## config.mk

```make
export PLATFORM = sky130hd
export DESIGN_NAME = hazard_ctrl_md
export DESIGN_NICKNAME = d
export VERILOG_FILES = /design/src/rtl/hazard_pkg.sv /design/src/rtl/hazard_ctrl_md_md_busy_timer.sv /design/src/rtl/hazard_ctrl_md.sv
export SDC_FILE = /design/constraint.sdc
export NUM_CORES = 1
export LEC_CHECK = 0
export BUFFER_PORTS_ARGS = -buffer_cell sky130_fd_sc_hd__buf_2
export CAP_MARGIN = 30
export CORE_UTILIZATION = 47
export CTS_BUF_LIST = sky130_fd_sc_hd__clkbuf_2 sky130_fd_sc_hd__clkbuf_4 sky130_fd_sc_hd__clkbuf_8
export DETAILED_ROUTE_END_ITERATION = 10
export PLACE_DENSITY = 0.88
export SYNTH_ARGS = -nofsm -noshare
export SYNTH_HDL_FRONTEND = slang
export SYNTH_HIERARCHICAL = 1
export SYNTH_SLANG_ARGS = --single-unit
```

## constraint.sdc

```tcl
create_clock -name clk -period 2.4 [get_ports clk]
set_input_delay 0 -clock clk [delete_from_list [all_inputs] [get_ports clk]]
set_output_delay 0 -clock clk [all_outputs]
set_load 0.05 [all_outputs]
```

## src/rtl/hazard_pkg.sv

```systemverilog
// Shared encodings and default latencies for the hazard controller and its
// mult/div busy timer.
package hazard_pkg;

    // D-stage forward selects
    localparam logic [1:0] FWD_RF = 2'd0;
    localparam logic [1:0] FWD_M  = 2'd1;
    localparam logic [1:0] FWD_E  = 2'd2;

    // E-stage forward selects (W-source encodings)
    localparam logic [1:0] FWDX_NONE = 2'd0;
    localparam logic [1:0] FWDX_W    = 2'd1;
    localparam logic [1:0] FWDX_M    = 2'd2;

    localparam int MULT_LAT_DEF = 5;
    localparam int DIV_LAT_DEF  = 10;

    typedef enum logic {
        MD_IDLE = 1'b0,
        MD_BUSY = 1'b1
    } md_state_t;

endpackage

```

## src/rtl/hazard_ctrl_md_md_busy_timer.sv

```systemverilog
// Mult/div occupancy timer: holds busy for LAT cycles after an accepted start.
module md_busy_timer
    import hazard_pkg::*;
#(
    parameter int MULT_LAT = MULT_LAT_DEF,
    parameter int DIV_LAT  = DIV_LAT_DEF
) (
    input  logic clk,
    input  logic reset,
    input  logic start,
    input  logic is_div,
    output logic busy
);

    localparam int MAX_LAT = (DIV_LAT > MULT_LAT) ? DIV_LAT : MULT_LAT;
    localparam int CW      = $clog2(MAX_LAT + 1);

    md_state_t         state_reg;
    logic [CW-1:0]     cnt_reg;

    // A start seen while BUSY is ignored; the counter is never reloaded mid-op.
    always_ff @(posedge clk or negedge reset) begin
        if (!reset) begin
            state_reg <= MD_IDLE;
            cnt_reg   <= '0;
            busy      <= 1'b0;
        end else begin
            case (state_reg)
                MD_IDLE: begin
                    if (start) begin
                        state_reg <= MD_BUSY;
                        cnt_reg   <= is_div ? CW'(DIV_LAT - 1) : CW'(MULT_LAT - 1);
                        busy      <= 1'b1;
                    end
                end
                MD_BUSY: begin
                    if (cnt_reg == '0) begin
                        state_reg <= MD_IDLE;
                        busy      <= 1'b0;
                    end else begin
                        cnt_reg <= cnt_reg - CW'(1);
                    end
                end
                default: begin
                    state_reg <= MD_IDLE;
                    busy      <= 1'b0;
                end
            endcase
        end
    end

endmodule

```

## src/rtl/hazard_ctrl_md.sv

```systemverilog
// Five-stage hazard controller with forwarding, stall/flush and internal mult/div timer.
// Optional stall performance counter is enabled by defining HAZARD_PERF_EN.
module hazard_ctrl_md
    import hazard_pkg::*;
#(
    parameter int REG_AW   = 5,
    parameter int TW       = 2,
    parameter int MULT_LAT = MULT_LAT_DEF,
    parameter int DIV_LAT  = DIV_LAT_DEF,
    parameter int CNT_W    = 16
) (
    input  logic              clk,
    input  logic              reset,
    input  logic [REG_AW-1:0] rs_D,
    input  logic [REG_AW-1:0] rt_D,
    input  logic [REG_AW-1:0] rs_E,
    input  logic [REG_AW-1:0] rt_E,
    input  logic [REG_AW-1:0] rt_M,
    input  logic [REG_AW-1:0] A3_E,
    input  logic [REG_AW-1:0] A3_M,
    input  logic [REG_AW-1:0] A3_W,
    input  logic [TW-1:0]     Tuse_rs,
    input  logic [TW-1:0]     Tuse_rt,
    input  logic [TW-1:0]     Tnew_E,
    input  logic [TW-1:0]     Tnew_M,
    input  logic              md_start_E,
    input  logic              md_div_E,
    input  logic              md_use_D,
    input  logic              flush_req,
    output logic [1:0]        MF_RD1_Sel,
    output logic [1:0]        MF_RD2_Sel,
    output logic [1:0]        MF_ALUA_Sel,
    output logic [1:0]        MF_ALUB_Sel,
    output logic              MF_DMWD_Sel,
    output logic              PC_en,
    output logic              D_en,
    output logic              D_clr,
    output logic              E_clr,
    output logic              M_clr,
    output logic              md_busy,
    output logic [CNT_W-1:0]  stall_cnt
);

    logic [REG_AW-1:0] src_d  [2];
    logic [TW-1:0]     tuse_d [2];
    logic [REG_AW-1:0] src_e  [2];
    logic [1:0]        fwd_d  [2];
    logic [1:0]        fwd_e  [2];
    logic [1:0]        data_stall_src;

    assign src_d[0]  = rs_D;
    assign src_d[1]  = rt_D;
    assign tuse_d[0] = Tuse_rs;
    assign tuse_d[1] = Tuse_rt;
    assign src_e[0]  = rs_E;
    assign src_e[1]  = rt_E;

    // Register 0 is hard-wired, so it never matches a producer.
    for (genvar gi = 0; gi < 2; gi++) begin : g_src
        logic hit_e, hit_m, hit_w_e, hit_m_e;
        assign hit_e   = (src_d[gi] != '0) && (src_d[gi] == A3_E);
        assign hit_m   = (src_d[gi] != '0) && (src_d[gi] == A3_M);
        assign hit_m_e = (src_e[gi] != '0) && (src_e[gi] == A3_M);
        assign hit_w_e = (src_e[gi] != '0) && (src_e[gi] == A3_W);

        assign fwd_d[gi] = hit_e ? FWD_E : (hit_m ? FWD_M : FWD_RF);
        assign fwd_e[gi] = hit_m_e ? FWDX_M : (hit_w_e ? FWDX_W : FWDX_NONE);

        assign data_stall_src[gi] = (hit_e && (tuse_d[gi] < Tnew_E)) ||
                                    (hit_m && (tuse_d[gi] < Tnew_M));
    end

    assign MF_RD1_Sel  = fwd_d[0];
    assign MF_RD2_Sel  = fwd_d[1];
    assign MF_ALUA_Sel = fwd_e[0];
    assign MF_ALUB_Sel = fwd_e[1];
    assign MF_DMWD_Sel = (rt_M != '0) && (rt_M == A3_W);

    md_busy_timer #(
        .MULT_LAT (MULT_LAT),
        .DIV_LAT  (DIV_LAT)
    ) u_md_timer (
        .clk    (clk),
        .reset  (reset),
        .start  (md_start_E & ~flush_req),
        .is_div (md_div_E),
        .busy   (md_busy)
    );

    logic stall;
    assign stall = (|data_stall_src) | (md_use_D & (md_start_E | md_busy));

    // A taken exception flushes everything and lets the PC move to the handler.
    assign PC_en = flush_req | ~stall;
    assign D_en  = flush_req | ~stall;
    assign D_clr = flush_req;
    assign E_clr = flush_req | stall;
    assign M_clr = flush_req;

`ifdef HAZARD_PERF_EN
    logic [CNT_W-1:0] stall_cnt_reg;

    always_ff @(posedge clk or negedge reset) begin
        if (!reset) begin
            stall_cnt_reg <= '0;
        end else if (stall && !flush_req && (stall_cnt_reg != '1)) begin
            stall_cnt_reg <= stall_cnt_reg + CNT_W'(1);
        end
    end

    assign stall_cnt = stall_cnt_reg;
`else
    assign stall_cnt = '0;
`endif

endmodule

```

==> results of run 1 <==
## worst paths after layout
check | startpoint | endpoint | slack, ps | cells past startpoint
hold / removal | md_div_E | u_md_timer/cnt_reg[3]$_DFFE_PN0P_ | 90 | 3
max in group asynchronous | reset | u_md_timer/cnt_reg[1]$_DFFE_PN0P_ | 2130 | 2
min in group asynchronous | reset | u_md_timer/cnt_reg[3]$_DFFE_PN0P_ | 120 | 2
setup reg to reg | u_md_timer/cnt_reg[0]$_DFFE_PN0P_ | u_md_timer/cnt_reg[1]$_DFFE_PN0P_ | 870 | 5
hold reg to reg | u_md_timer/cnt_reg[1]$_DFFE_PN0P_ | u_md_timer/cnt_reg[1]$_DFFE_PN0P_ | 550 | 1
setup / recovery | u_md_timer/busy$_DFFE_PN0P_ | E_clr | 830 | 5
## through the flow
stage | cell area, um2 | total power, mW | setup WS (ps) | utilization
after floorplan | 1360 | 0.635 | 657 | -
after global placement | 1560 | 0.732 | 1010 | 0.612
after detailed placement | 1560 | 0.752 | 950 | 0.612
after CTS | 1590 | 0.857 | 811 | 0.624
after global routing | 1590 | 0.917 | 748 | 0.624
final | 1590 | 0.863 | 830 | 0.624
## cell usage after synthesis, types with 3 or more instances
library cell  instances  area, um2
nor2_1                9       33.8
nor4_2                5       62.6
nand4_1               5       31.3
nand2_1               4       15.0
ha_1                  5       62.6
nand2b_1              5       31.3
nand3_1               4       20.0
a31oi_1               3       18.8
a21oi_1               6       30.0
nor3_1                6       30.0
dfrtp_1               6        150
inv_1                 7       26.3
xnor2_1              10       87.6
buf_4                24        180
xor2_1               34        298
## cells by family (layout without fill, tap and decap cells)
group | count (synthesis) | count (layout)
buf+inv | 31 | 79
mux | 4 | 4
compound gates | 16 | 16
fa+ha+maj | 5 | 5
other cells | 1 | 16
simple gates | 54 | 54
flops | 6 | 6
xor+xnor | 44 | 44
## worst max-delay path, delay by kind of cell, from the launching register on
family	cells	cell delay, ps
DFF	1	400
and+or+nand+nor	2	390
AOI/OAI and AO/OA	2	320
buffers and inverters	1	210
## repair_timing
action / in CTS / in global routing
hold endpoints to repair: 6 / 0
resized for setup: 0 / 0
setup endpoints to repair: 0 / 0
hold buffers: 1 / 0
## routing by layer
metal	wire [um]	share of wire	up-vias
met5	0	0	-
met4	14	0.0046	0
met3	192	0.063	2
met2	1540	0.51	59
met1	1280	0.42	588
li1	-	-	643
## power breakdown
part / leakage (nW) / internal (mW) / switching (mW) / total [mW]
Sequential: 0.0680 / 0.154 / 0.0678 / 0.222
Combinational: 0.713 / 0.216 / 0.331 / 0.547
Clock: 0.0138 / 0.0567 / 0.0375 / 0.0942
## area by class of cell
class | count | area [um2]
fillers | 240 | 956
multi-input cells | 139 | 1000
repair buffers | 69 | 350
clock buffers | 3 | 22.5
inverters | 7 | 26.3
flip-flops and latches | 6 | 150
well taps | 30 | 37.5
==> impl.org, run 1 <==
** Global route
- First-pass GRT wire length :: 4550 um
- Pin count of the biggest net entering global routing :: 11
- Via count of the first global-routing pass :: about 1,100
- In the global route stage, met1 resource usage came out at 0.246.
- Grt met3 use :: 0.00833
- In the global route stage, overall resource usage came out at 0.203.
- GR met2 Demand/Resource :: 0.388
- Busiest metal layer after global routing :: met2
- Number of antenna violations at the first check in global routing :: 0
- Global routing finished with a remaining overflow of 0.

** Synth
- Of the total synthesized cell area, the portion taken by AND, OR, NAND and NOR gates is 0.272.
- For this run, the number of Yosys warnings is 6.
- Gate count of the mapped netlist :: 161
- The synthesized netlist occupies a cell area of 1300 um2.
- For this run, the leading register cell type out of synthesis is dfrtp_1.
- Of the post-synthesis cell area, the part taken by muxes is 0.0327.
- The share of the synthesized area in compound gates (AO/OA/AOI/OAI) was 0.0749.
- Of the total synthesized cell area, the portion taken by full adders, half adders and majority gates is 0.0480.
- Share of synthesized flip-flops with an asynchronous set or reset :: 1.00
- The synthesized design contains 6 register bits.
- XOR/XNOR Fraction of Synth Area :: 0.296
- Of the synthesized area, sequential elements account for 0.115.
- Avg Cell Area, Syn :: about 8.1 um2
- The synthesized design contains 0 enable-type register cells.
- The netlist uses 34 different library cells.
- By area, the combinational part of the netlist is dominated by XOR/XNOR gates.

** Floorplan
- Starting utilization of the core area :: 0.512
- The core region is between 2000 and 3000 um2.
- IO Count :: 85
- Die width :: 54.6 um
- The initialized floorplan defines 18 standard-cell rows.
- The floorplan step set the die height to 54.6 um.
- The die covers 2990 um2.

** Route
- The first routing iteration left 22 violations.
- Once detail routing completed, the nets flagged for antenna violations numbered 0.
- Drt via density :: ~5
- Final WL :: 3030 um
- The pre-antenna-repair detailed-routing pass consisted of 4 iterations.
- Routed length per placed instance :: 11.9 um
- The routed layout has 1,292 vias.
- After detailed routing, the number of remaining DRC violations is 0.

** CTS
- Clock tree synthesis found a total of 6 sinks.
- Cell chosen for the clock root :: clkbuf_4
- The longest clock path from root to sink contains 2 buffers.
- CTS tree :: built
- In this run the post-CTS setup repair buffer count came out at 0.
- TritonCTS created 3 clock buffers.
- Clock latency on the worst-skew pair, taken at its later pin, is 240 ps.
- After clock tree synthesis, the clock-pin slew on the worst setup and hold paths is roughly 50 ps.
- Level count of the clock H-tree :: 1

** Finish
- From synthesis to final layout, the design area changed by 22.0%.
- Diodes inserted :: 0
- Max reg flops :: 4
- Number of cells in the finished layout apart from fillers :: 254
- Total Nets Final :: ~290
- The library cells used most frequently in the layout, excluding fill and tap cells, are 68 x buf_2, 34 x xor2_1, 16 x conb_1.
- Of the cells placed in the final design, the portion with a size suffix greater than 1 is 0.371.
- The library cell used most frequently in the layout, excluding fill and tap cells, is buf_2.

** Power and ir drop
- VDD sags by at most 0.000727 V.
- Summed over all cells, the static leakage comes to around 0.79 nW.
- Power spread over the standard cell area amounts to 543 nW/um2.

** Timing
- Setup violations remaining at the end of the flow were counted as 0.
- Hold is met by about 94 ps.
- Setup total negative slack on the finished layout was measured at 0 ps.
- Setup repair after global routing left no endpoint under its margin.
- Count of final max-slew check failures :: 0
- Of the available clock period, the critical path in the final layout requires 0.654.
- Minimum clock period after layout :: 1570 ps
- Highest clock rate :: 637 MHz
- Number of endpoints with negative hold slack in the final report :: 0
- Final Skew :: about 4.1 ps

** Placed design
- DP HPWL :: 2650 um
- Once placement completed, the tool counted placed cells totaling 250.
- Routability-driven placement finished with a final weighted congestion of around 0.85.
- Total of buffers placed on input and output ports :: 68

** Setup path
- The critical path in this run is classified as register to primary output.
- The slowest stage of the critical path is the dfrtp_1 cell.
- Startpoint kind of the worst setup timing path :: register
- Cell-by-cell trace of the critical path :: o21a_1 -> a31oi_1 -> nand4_1 -> or2_1 -> buf_2
- Highest fanout seen on the critical path :: 4
- STA puts the critical path data arrival time at 1570 ps.
- Critical path required time :: 2400 ps
- STA classifies the critical path endpoint as a primary output.
- On the worst path, the slowest cell contributes a delay of about 400 ps.

** Run status
- The run finished with clean final reports.

** Hold path
- The path class of the tightest hold or removal check is primary input to register.

** Job
- Max-Cap Viols :: 0
Power figures use the tool's default switching activity.
==> inputs of run 2 (changes only) <==
CORE_UTILIZATION = 44   (was 47)
PLACE_DENSITY = 0.83   (was 0.88)
clock period = 1.6 ns   (was 2.4 ns; I/O delays follow)
==> run 2 against run 1 <==
Effect of this change:
- hold slack improved by 43 ps
- combinational power rose by 56%
- global-route usage shrank 1.2 points
- highest routed layer unchanged
- wire length fell by 0.26%
- critical path type unchanged
- largest power group unchanged
- power up 53%
- sequential share of layout area fell by 0.29 points
- register-to-register slack got worse by 750 ps
- clock skew decreased by 1.8 ps
- core utilization is 3.5 points lower
==> impl.org, run 2 (synthesis results as in run 1) <==
** Placed design
- The estimated wirelength of the detail-placed design was 2660 um (+0.41%).
- The number of placed instances, taps included came to 252 (+0.80%).
- The count of input and output buffers was 68 (unchanged).
- The routability congestion estimate is 0.818 (-3.8%).

** Route
- The starting DRC count in detailed routing is 56 (+150%).
- Number of detailed-routing iterations run before antenna repair :: 5 (+1)
- The residual antenna-violating net count after detailed routing was 0 (unchanged).
- The via count is 1,284 (-0.62%).
- The average wire per standard cell was 11.7 um (-1.8%).
- The per-cell via count in the routed design was 4.98 (-2.2%).
- The final wirelength is 3020 um (-0.26%).
- The post-detailed-route DRC marker count is 0 (unchanged).

** Run status
- Result of the run :: complete, no violations

** CTS
- Cell chosen for the clock root :: clkbuf_4
- The clock latency on the worst-skew pair is 240 ps (about the same).
- The maximum root-to-sink buffer count was 2 (unchanged).
- The number of sinks driven by the clock tree is 6 (unchanged).
- TritonCTS built the clock tree.
- Number of CTS-inserted buffers :: 3 (unchanged)
- Level count of the clock H-tree :: 1 (unchanged)
- Clock-pin transition on the worst setup and hold timing paths :: 50 ps (about the same)

** Finish
- Total Nets Final :: 288 (+1.1%)
- The count of non-filler cells in the finished layout came to 258 (+1.6%).
- The area taken by flip-flops and latches was 150 um2 (unchanged).
- The antenna diode count was 0 (unchanged).
- In the layout the commonest cells are 67 x buf_2, 34 x xor2_1, 16 x conb_1.
- The library cell used most frequently in the layout, excluding fill and tap cells, is buf_2.
- The filler cell count in the final layout was 271 (+13%).
- Combined area of the multi-input logic cells :: 1020 um2 (+2.0%)
- The flip-flop count of the largest register, all copies and words added was 4 (unchanged).
- Fraction of layout cells with a size suffix above 1 :: 0.383 (+0.0127)
- Relative to the synthesized area, the layout overhead comes to 25.8%.

** Setup path
- STA classifies the critical path startpoint as a register.
- The critical path is of the register to primary output type.
- Type of element capturing the critical path :: primary output
- Arrival time of the worst setup path :: 1590 ps (+20 ps)
- The maximum net fanout on the critical path is 2 (-2).
- Critical path required time :: 1600 ps (-800 ps)

** Timing
- Setup repair after global routing could not meet its margin everywhere.
- The final count of hold timing violations was 0 (unchanged).
- Of the available clock period, the critical path in the final layout requires 0.993.
- The final-report setup violation count is 0 (unchanged).
- Highest clock rate :: 630 MHz
- Final Skew :: 2.26 ps (-1.82 ps)
- Post-Route Setup TNS :: 0 ps (unchanged)
- The final-report max-slew violation count came to 0 (unchanged).
- Subtracting the final worst setup slack from the clock period gives 1590 ps.

** Power and ir drop
- The static leakage came to 0.813 nW (+2.3%).
- The power per standard cell area was 807 nW/um2 (+49%).
- The total power after layout came to 1.32 mW (+53%).
- The largest vdd supply drop came to 0.000856 V (+18%).

** Floorplan
- The number of top-level pins is 85 (unchanged).
- Die boundary height :: 56.4 um (+3.2%)
- Num rows :: 19 (+1)
- The horizontal die dimension is 56.4 um (+3.2%).
- Total Die Area :: 3180 um2 (+6.6%)
- Core outline area :: 2780 um2 (+9.3%)
- The initial standard-cell utilization of the core was 0.468 (-0.0435).

** Job
- Max-Cap Viols :: 0 (unchanged)

** Global route
- Via count of the first global-routing pass :: 1,155 (+2.3%)
- The global-route wire length before repair came to 4890 um (+7.3%).
- The total global routing overflow was 0 (unchanged).
- The number of antenna violations at the first check in global routing was 0 (unchanged).
- Pin count of the biggest net entering global routing :: 11 (unchanged)
- The overall track demand over capacity in global routing is 0.191 (-0.0122).

** Hold path
- The worst hold path belongs to the class primary input to async pin.
## run 2: cell types whose count changed in the layout (fill, tap and decap cells not counted), sizes merged
cell,before,now
buf,68,71
## run 2: through the flow
stage                     hold WS (ps)  cell area [um2]   util  setup slack [ps]
after floorplan                   -296             1380      -              30.2
after global placement            -171             1590  0.570               203
after detailed placement          -168             1590  0.570               139
after CTS                          103             1620  0.583              9.16
after global routing               139             1640  0.589             -52.2
final                              138             1640  0.589              11.5
## run 2: path summary, 6_finish.rpt
path                                                   start  slack (ps)  depth (start not counted)                           endpoint
max                              u_md_timer/busy$_DFFE_PN0P_          10                          5                              E_clr
min                                                    reset         140                          2  u_md_timer/cnt_reg[2]$_DFFE_PN0P_
max reg2reg                u_md_timer/cnt_reg[1]$_DFFE_PN0P_         120                          5  u_md_timer/cnt_reg[1]$_DFFE_PN0P_
min reg2reg                u_md_timer/cnt_reg[1]$_DFFE_PN0P_         550                          1  u_md_timer/cnt_reg[1]$_DFFE_PN0P_
max in group asynchronous                              reset        1310                          2        u_md_timer/busy$_DFFE_PN0P_
min in group clk                                    md_div_E         140                          3  u_md_timer/cnt_reg[3]$_DFFE_PN0P_
## run 2: final cells by class
| cell class | count | area share |
|---|---|---|
| multi-input combinational | 139 | 0.624 |
| timing repair buffer | 72 | 0.231 |
| sequential | 6 | 0.0916 |
| tap | 31 | 0.0237 |
| inverter | 7 | 0.0160 |
| clock buffer | 3 | 0.0137 |
## run 2: layer usage
metal | share of wire | up-vias | track usage
met1 | 0.41 | 581 | 0.239
met2 | 0.53 | 49 | 0.335
met5 | 0 | - | 0
met3 | 0.051 | 2 | 0.0184
li1 | - | 652 | -
met4 | 0.0063 | 0 | 0.0732
## run 2: worst max-delay path: stages, from the launching register on
cell and delay (ps):
dfrtp_1 390, o21a_1 190, a31oi_1 140, nand4_1 190, or2_1 290, buf_6 160
## run 2: repair_timing
| action | CTS | global route |
|---|---|---|
| setup endpoints to repair | 1 | 1 |
| setup buffers | 0 | 2 |
| gates resized for setup | 1 | 1 |
| endpoints found under the hold margin | 6 | 0 |
| hold buffers | 1 | 0 |
| pin swaps | 1 | 2 |
## run 2: report_power, final
group	leakage [nW]	total [mW]	internal [mW]	switching, mW
combinational	0.731	0.856	0.353	0.503
sequential	0.0680	0.328	0.232	0.0959
clock	0.0138	0.138	0.0848	0.0537
total	0.813	1.32	0.670	0.653
